`src/rtl/sum_average_fifo.sv`:
```
// Frame-mean result buffer: one registered capture stage feeding a show-ahead FIFO.
// Optional macro SUM_AVERAGE_ROUND_EN selects round-half-up instead of truncation.
module sum_average_fifo #(
  parameter int FIFO_DEPTH = 4,
  parameter int AVG_SHIFT  = 7
) (
  input  logic        CLK,
  input  logic        RST_n,
  input  logic [16:0] sum,
  input  logic        sum_enable,
  input  logic        clear,
  input  logic        avg_ready,
  output logic [7:0]  avg_data,
  output logic [3:0]  avg_frame_id,
  output logic        avg_valid,
  output logic [4:0]  fifo_count,
  output logic        overflow
);

  localparam int AW = (FIFO_DEPTH > 1) ? $clog2(FIFO_DEPTH) : 1;

`ifdef SUM_AVERAGE_ROUND_EN
  localparam logic [17:0] RND = (18'd1 << AVG_SHIFT) >> 1;
`else
  localparam logic [17:0] RND = 18'd0;
`endif

  logic [17:0]   sum_ext;
  logic [17:0]   shifted;
  logic [7:0]    mean_d;

  logic [3:0]    fid_q;
  logic          s1_vld_q;
  logic [7:0]    s1_mean_q;
  logic [3:0]    s1_id_q;
  logic [11:0]   mem_q [FIFO_DEPTH];
  logic [AW-1:0] wptr_q;
  logic [AW-1:0] rptr_q;
  logic [4:0]    count_q;
  logic          ovf_q;

  logic          full;
  logic          pop;
  logic          wr;

  assign sum_ext = {1'b0, sum} + RND;
  assign shifted = sum_ext >> AVG_SHIFT;
  assign mean_d  = (|shifted[17:8]) ? 8'hFF : shifted[7:0];

  assign full = (count_q == 5'(FIFO_DEPTH));
  assign pop  = (count_q != 5'd0) && avg_ready;
  // A pop frees the slot on the same edge, so a full buffer still accepts.
  assign wr   = s1_vld_q && (!full || pop);

  always_ff @(posedge CLK or negedge RST_n) begin
    if (!RST_n) begin
      fid_q     <= 4'h0;
      s1_vld_q  <= 1'b0;
      s1_mean_q <= 8'h00;
      s1_id_q   <= 4'h0;
      wptr_q    <= '0;
      rptr_q    <= '0;
      count_q   <= 5'd0;
      ovf_q     <= 1'b0;
      for (int i = 0; i < FIFO_DEPTH; i++) mem_q[i] <= 12'h000;
    end else if (clear) begin
      fid_q    <= 4'h0;
      s1_vld_q <= 1'b0;
      wptr_q   <= '0;
      rptr_q   <= '0;
      count_q  <= 5'd0;
      ovf_q    <= 1'b0;
    end else begin
      s1_vld_q <= sum_enable;
      if (sum_enable) begin
        s1_mean_q <= mean_d;
        s1_id_q   <= fid_q;
        fid_q     <= fid_q + 4'h1;
      end
      if (wr) begin
        mem_q[wptr_q] <= {s1_mean_q, s1_id_q};
        wptr_q        <= wptr_q + 1'b1;
      end
      if (pop) rptr_q <= rptr_q + 1'b1;
      if (s1_vld_q && !wr) ovf_q <= 1'b1;
      case ({wr, pop})
        2'b10:   count_q <= count_q + 5'd1;
        2'b01:   count_q <= count_q - 5'd1;
        default: count_q <= count_q;
      endcase
    end
  end

  assign avg_data     = mem_q[rptr_q][11:4];
  assign avg_frame_id = mem_q[rptr_q][3:0];
  assign avg_valid    = (count_q != 5'd0);
  assign fifo_count   = count_q;
  assign overflow     = ovf_q;

endmodule

```
`config.mk`:
```
export PLATFORM = sky130hd
export DESIGN_NAME = sum_average_fifo
export DESIGN_NICKNAME = d
export VERILOG_FILES = /design/src/rtl/sum_average_fifo.sv
export SDC_FILE = /design/constraint.sdc
export NUM_CORES = 1
export LEC_CHECK = 0
export CAP_MARGIN = 20
export CORE_MARGIN = 1.5
export CORE_UTILIZATION = 45
export DETAILED_ROUTE_END_ITERATION = 8
export GPL_TIMING_DRIVEN = 0
export PLACE_DENSITY = 0.67
export SETUP_SLACK_MARGIN = 0.05
export SLEW_MARGIN = 20
export SYNTH_ARGS = -nofsm -noshare
export SYNTH_HDL_FRONTEND = slang
export SYNTH_SLANG_ARGS = --single-unit
export TNS_END_PERCENT = 30
```
`constraint.sdc`:
```
create_clock -name CLK -period 3.2 [get_ports CLK]
set_input_delay 0.64 -clock CLK [delete_from_list [all_inputs] [get_ports CLK]]
set_output_delay 0.64 -clock CLK [all_outputs]
set_load 0.01 [all_outputs]
```
==> summary.md, run 1 <==
| Metric | Value |
|---|---|
| Setup slack after layout | 0.2165 ns |
| Pre-Repair DR Iteration Count | 4 |
| DRC | 0 |
| Sequential power share | between 40% and 50% |
| Cell area power density | 734.1 nW/um2 |
| Core area | approximately 7300 um2 |
| Post-DP HPWL | 4.124 mm |
| Status | finished, final reports clean |
| Syn nets | 261 |
| Nets | roughly 300 |
| EDFF count, synth | 0 |
| Async S/R FF share, synth | 100.0% |
| Dominant cells by area after synthesis | dfrtp_1 56%, mux2_2 17%, mux4_2 8.0% |
| Total power | 2.979 mW |
| Sink Count | 75 |
| Psw | 874.9 uW |
| CP Max Fanout | 10 |
| Initial antenna violation count | 0 |
| Setup bufs post-CTS | 0 |
| Final hold vios | 0 |
| Via/cell ratio | 5.135 |
| Worst Hold Class | in -> async |
| Clock power frac | 24.7% |
| Worst-Skew Late Latency | 0.35 ns |
| Post-synth top flop | dfrtp_1 |
| Place WS | -0.1362 ns |
| Hold WS | about 0.23 ns |
| Logic gate share of total power | 32.9% |
| Rows | 31 |
| Initial Utilization | ~47% |
| GRT overflow | 0 |
| Largest net degree at the start of global routing | 46 |
| Worst stage delay on the critical path | roughly 0.54 ns |
| Synth Instances | 230 |
| Max VDD drop | 0.3292 mV |
| H-tree levels | 3 |
| Clock skew | around 0.0056 ns |
| Avg WL per Cell | 16.50 um |
| First-pass GRT wire length | 10.56 mm |
| GRT Total Usage | 18.10% |
| Internal power | 2.104 mW |
| Max Cap Viol | 0 |
| RePlAce Congestion | ~0.73 |
| Switching Share | 29.37% |
| Final setup viols | 0 |
| Clock-pin slew on the worst setup and hold paths | roughly 0.080 ns |
| Least-Margin Pin Slew | 0.7013 ns |
| Post-route minimum period | 2.984 ns |
| Yosys cell types | 29 |
| Kind of start point of the critical path | register |
| RSZ-0062 raised after global routing | false |
| Die height | 89.68 um |
| Period utilization | 93.24% |
| Yosys top cell area share | 55.51% |
| Post-layout instance area | 4058 um2 |
| CTS Buf Count | 9 |
| Root buf cell | clkbuf_8 |
| Post-Syn Area | 3381 um2 |
| Nature of the critical path endpoint | primary output |
| Total Die Area | 8042 um2 |
| Synthesis Warnings | 0 |
| Port Buf Inserts | 32 |
| P_leak | 1.774 nW |
| Highest clock rate | 335.2 MHz |
| Seq/Total Area, Yosys | 55.51% |
| Area grow syn2layout | 20.02% |
| I/O pins | 41 |
| Yosys reg bits | 75 |
| Worst path cell trace | clkbuf_1 > buf_4 > mux4_2 > clkdlybuf4s50_1 |
| N_diodes | 0 |
| Worst Path Required | 2.56 ns |
| Vias in the first global route | 2116 |
| Area after DPL | 3850 um2 |
| Worst Path Arrival | 2.34 ns |
| Synth Area per Inst | around 15 um2 |
| Share of layout cells above drive strength 1 | between 30% and 40% |
| Initial drt markers | between 40 and 50 |
| Crit Path Category | reg -> out |
| Post-CTS Hold Buffers | 0 |
| TritonCTS clock tree | yes |
| Relative slew margins | 53.25% |
| Utilization after layout | 55.94% |
| Clock tree buffer depth | 2 |
| Routed WL | 6.222 mm |
| Max-slew violation count | 0 |
| Die Width | 89.68 um |
| Final antenna-violating net count | 0 |
| Crit-path slowest cell | mux4_2 |
| Via count | 1936 |
| Top cell type by total area after synthesis | dfrtp_1 |
area by class of cell:
type	count	area, um2
buffer	10	56.30
clock buffer	11	151.4
clock inverter	4	50.05
fill	632	3196
inverter	6	22.52
multi-input combinational	139	1431
sequential	75	1877
tap	99	123.9
timing repair buffer	33	345.3
cells in the mapped netlist, drive strengths merged, types with 4 or more instances:
| cell type | n |
|---|---|
| xor2 | 7 |
| nand2 | 11 |
| nor2 | 12 |
| clkbuf | 4 |
| a21oi | 4 |
| dfrtp | 75 |
| inv | 6 |
| mux2 | 52 |
| mux4 | 12 |
| buf | 6 |
| ha | 8 |
| o22a | 8 |
power by group through the flow:
stage               logic [mW]  clock network (mW)  registers [mW]
finish                   0.979               0.736            1.26
global route              1.08               0.795            1.29
CTS                      0.994               0.760            1.26
detailed placement       0.987                   0            1.28
global placement         0.970                   0            1.28
floorplan                0.617                   0            1.26
what timing repair did:
action	CTS	global route
gates resized for setup	1	1
hold endpoints to repair	0	0
setup endpoints to repair	7	1
gates cloned	0	0
worst max-delay path, delay by kind of cell (launching register included):
family | cells | cell delay (ns)
buf+inv | 3 | 1.12
flops | 1 | 0.32
mux | 1 | 0.54
registers in the layout, summed over array words and instances, names as in the netlist:
| register | count |
|---|---|
| mem_q | 48 |
| s1_mean_q | 8 |
| fifo_count | 5 |
| fid_q | 4 |
| s1_id_q | 4 |
| rptr_q | 2 |
| wptr_q | 2 |
| overflow | 1 |
| s1_vld_q | 1 |
cell usage in the layout, fill, tap and decap left out, types with 7 or more instances in the layout:
| cell type | n |
|---|---|
| clkbuf_8 | 11 |
| clkdlybuf4s50_1 | 31 |
| dfrtp_1 | 75 |
| ha_1 | 8 |
| mux2_2 | 52 |
| mux4_2 | 12 |
| nand2_1 | 11 |
| nor2_1 | 12 |
| o22a_1 | 8 |
| xor2_1 | 7 |
metal layers:
layer	share of wire, %	wire, um	vias to the layer above	global-route usage [%]
li1	-	-	914	-
met1	47	2950	973	24.34
met2	47	2941	39	28.43
met3	3.4	209	10	3.199
met4	1.9	121	0	8.951
met5	0	0	-	0
final timing paths:
kind                                 from              end  slack (ns)  cells past startpoint
worst min-delay path                RST_n        mem_q[43]        0.23                      1
max in group asynchronous           RST_n       s1_id_q[3]        2.41                      2
worst min register to register  mem_q[15]        mem_q[15]        0.50                      1
worst max-delay path            rptr_q[0]  avg_frame_id[0]        0.22                      4
worst max register to register   s1_vld_q    fifo_count[4]        0.79                      9
min in group CLK                mem_q[15]        mem_q[15]        0.50                      1
through the flow:
stage | instances | TNS (ns)
2_1_floorplan | 230 | 0
3_3_place_gp | 361 | -86.10
3_5_place_dp | 362 | -0.1362
4_1_cts | 377 | 0
5_1_grt | 377 | 0
6_report | 377 | 0
cell families (layout without fill, tap and decap cells):
family	Yosys count	count (layout)	share of synthesized area, %
mux	67	67	26.20
fa+ha+maj	9	9	3.553
xor+xnor	9	9	2.332
flops	75	75	55.51
buf+inv	16	64	2.257
compound gates	20	20	4.848
simple gates	34	34	5.292
Power figures use the tool's default switching activity.
==> run 2, diff against run 1 <==
Settings changed: CTS_BUF_LIST set to sky130_fd_sc_hd__clkbuf_2 sky130_fd_sc_hd__clkbuf_4 sky130_fd_sc_hd__clkbuf_8, TNS_END_PERCENT 30 to 10.
==> results of run 2 <==
The final DEF is identical to that of run 1; final timing and power are the same.
==> run 3, diff against run 2 <==
Settings changed: CORE_UTILIZATION 45 to 56, PLACE_DENSITY 0.67 to 0.8.
==> run 3 against run 2 <==
Compared with the run above:
- non-clock buffer count is the same
- flip-flop and latch count stayed put
- fmax decreased by 0.27%
- die area decreased by 19%
- sequential share of layout area increased by 0.56 points
==> summary.md, run 3 (synthesized netlist as in run 1, its figures left out) <==
| Metric | Value |
|---|---|
| Commonest cells after routing, fill and taps aside | 75 x dfrtp_1, 52 x mux2_2, 31 x clkdlybuf4s50_1 |
| Post-DP HPWL | 4.135 mm |
| Post-Layout Cell Count | approximately 350 |
| Crit Path Category | reg -> out |
| Post-CTS Hold Buffers | 0 |
| Pre-Repair DR Iteration Count | 2 |
| Root buf cell | clkbuf_8 |
| Clock tree buffer depth | 2 |
| RSZ-0062 raised after global routing | false |
| Initial antenna violation count | 0 |
| Highest clock rate | 334.3 MHz |
| Utilization after layout | 68.11% |
| Switching Share | between 20% and 30% |
| Vias in the first global route | 2069 |
| Port Buf Inserts | 32 |
| Least-Margin Pin Slew | roughly 0.66 ns |
| Area grow syn2layout | 18.58% |
| Largest net degree at the start of global routing | 44 |
| Share of layout cells above drive strength 1 | 32.49% |
| Nets | 305 |
| Placed insts | 338 |
| Via/cell ratio | 5.599 |
| Sequential power share | a little over two fifths |
| Max VDD drop | 0.4258 mV |
| Rows | 28 |
| CTS Buf Count | 9 |
| Final antenna-violating net count | 0 |
| Relative slew margins | 55.75% |
| H-tree levels | 3 |
| N_diodes | 0 |
| Period utilization | around 93% |
| Cell area power density | 736.1 nW/um2 |
| P_leak | 1.769 nW |
| Final hold vios | 0 |
| Worst Path Arrival | about 2.4 ns |
| Psw | approximately 850 uW |
| Area after DPL | around 3800 um2 |
| Routed WL | 6.043 mm |
| Clock skew | 0.004373 ns |
| TritonCTS clock tree | yes |
| GRT overflow | 0 |
| Status | finished, final reports clean |
| First-pass GRT wire length | 9.991 mm |
| Avg WL per Cell | 17.17 um |
| Initial Utilization | a little under three fifths |
| Buffers & Inverters on Critical Path | 3 |
| Clock-pin slew on the worst setup and hold paths | 0.07 ns |
| Max Cap Viol | 0 |
| Internal power | 2.097 mW |
| Max reg flops | 48 |
| RePlAce Congestion | 0.7132 |
| Clock power frac | 24.1% |
| Die Width | 80.70 um |
| Largest Register | mem_q |
| Worst Hold Class | in -> async |
| Final setup viols | 0 |
| Via count | 1971 |
| I/O pins | 41 |
| Top delay family on crit path | buffers and inverters |
| Max-slew violation count | 0 |
| Post-route minimum period | 2.991 ns |
| Worst Path Required | 2.56 ns |
| Core area | 5886 um2 |
| Sink Count | 75 |
| Die height | around 81 um |
| Kind of start point of the critical path | register |
| Initial drt markers | 102 |
| GRT Total Usage | 21.27% |
| Post-layout instance area | ~4000 um2 |
| Worst-Skew Late Latency | ~0.34 ns |
| Logic gate share of total power | between 30% and 40% |
| Total Die Area | 6512 um2 |
| Worst path cell trace | clkbuf_1 > buf_4 > mux4_2 > clkdlybuf4s50_1 |
| DRC | 0 |
| Most common cell after layout, fill and taps aside | dfrtp_1 |
| Crit-path slowest cell | mux4_2 |
| Nature of the critical path endpoint | primary output |
| Worst stage delay on the critical path | 0.54 ns |
| CP Max Fanout | 10 |
run 3: cell types whose count changed in the layout (fill, tap and decap cells not counted), sizes merged:
cell      change
clkbuf        +1
clkinvlp      -1
clkinv        -1
run 3: worst paths after layout:
path	from	to	slack (ns)	cells past startpoint
worst max-delay path	rptr_q[0]	avg_data[5]	0.21	4
worst min-delay path	RST_n	mem_q[42]	0.23	1
worst max register to register	fifo_count[0]	fifo_count[4]	0.74	9
worst min register to register	mem_q[19]	mem_q[19]	0.50	1
max in group asynchronous	RST_n	mem_q[25]	2.40	2
min in group CLK	mem_q[19]	mem_q[19]	0.50	1
run 3: routing by layer:
layer,up-vias,track usage (%),share of wire [%]
met5,-,0,0
met4,0,7.241,1.2
met3,7,6.023,3.4
met2,33,36.72,52
met1,1017,25.61,43
li1,914,-,-
run 3: stage by stage:
stage	setup WS, ns	hold slack, ns	TNS [ns]	total power, mW
2_1_floorplan	0.7034	0.3444	0	1.872
3_3_place_gp	-1.088	0.4805	-81.35	2.230
3_5_place_dp	-0.2080	0.4895	-0.2080	2.265
4_1_cts	0.1456	0.2303	0	2.983
5_1_grt	0.05754	0.2492	0	3.131
6_report	0.2085	0.2288	0	2.951
run 3: what timing repair did:
action                                  4_1_cts  5_1_grt
resized for setup                             1        1
endpoints found under the setup margin        4        1
buffers inserted                              0        0
hold endpoints to repair                      0        0
pin swaps                                     0        0
run 3: power by group through the flow:
stage / sequential [mW] / clock, mW / combinational [mW]
global route: 1.29 / 0.773 / 1.07
CTS: 1.27 / 0.728 / 0.990
detailed placement: 1.28 / 0 / 0.982
finish: 1.26 / 0.710 / 0.977
global placement: 1.27 / 0 / 0.955
floorplan: 1.26 / 0 / 0.617
run 3: worst register-to-register path: stages, from the launching register on:
cell      delay, ns
dfrtp_1        0.49
nor4_4         0.11
a21oi_2        0.39
inv_1          0.11
fa_1           0.41
nand2b_1       0.17
a21oi_1        0.16
xor2_1         0.20
o21bai_1       0.09
a22o_1         0.24
run 3: final cells by class:
| class | instances | area [um2] |
|---|---|---|
| clock buffers | 12 | 152.6 |
| clock inverters | 2 | 37.54 |
| flip-flops and latches | 75 | 1877 |
| repair buffers | 33 | 337.8 |
| well taps | 75 | 93.84 |
| inverters | 6 | 22.52 |
| multi-input cells | 139 | 1431 |
| fillers | 453 | 1877 |
| plain buffers | 10 | 56.30 |
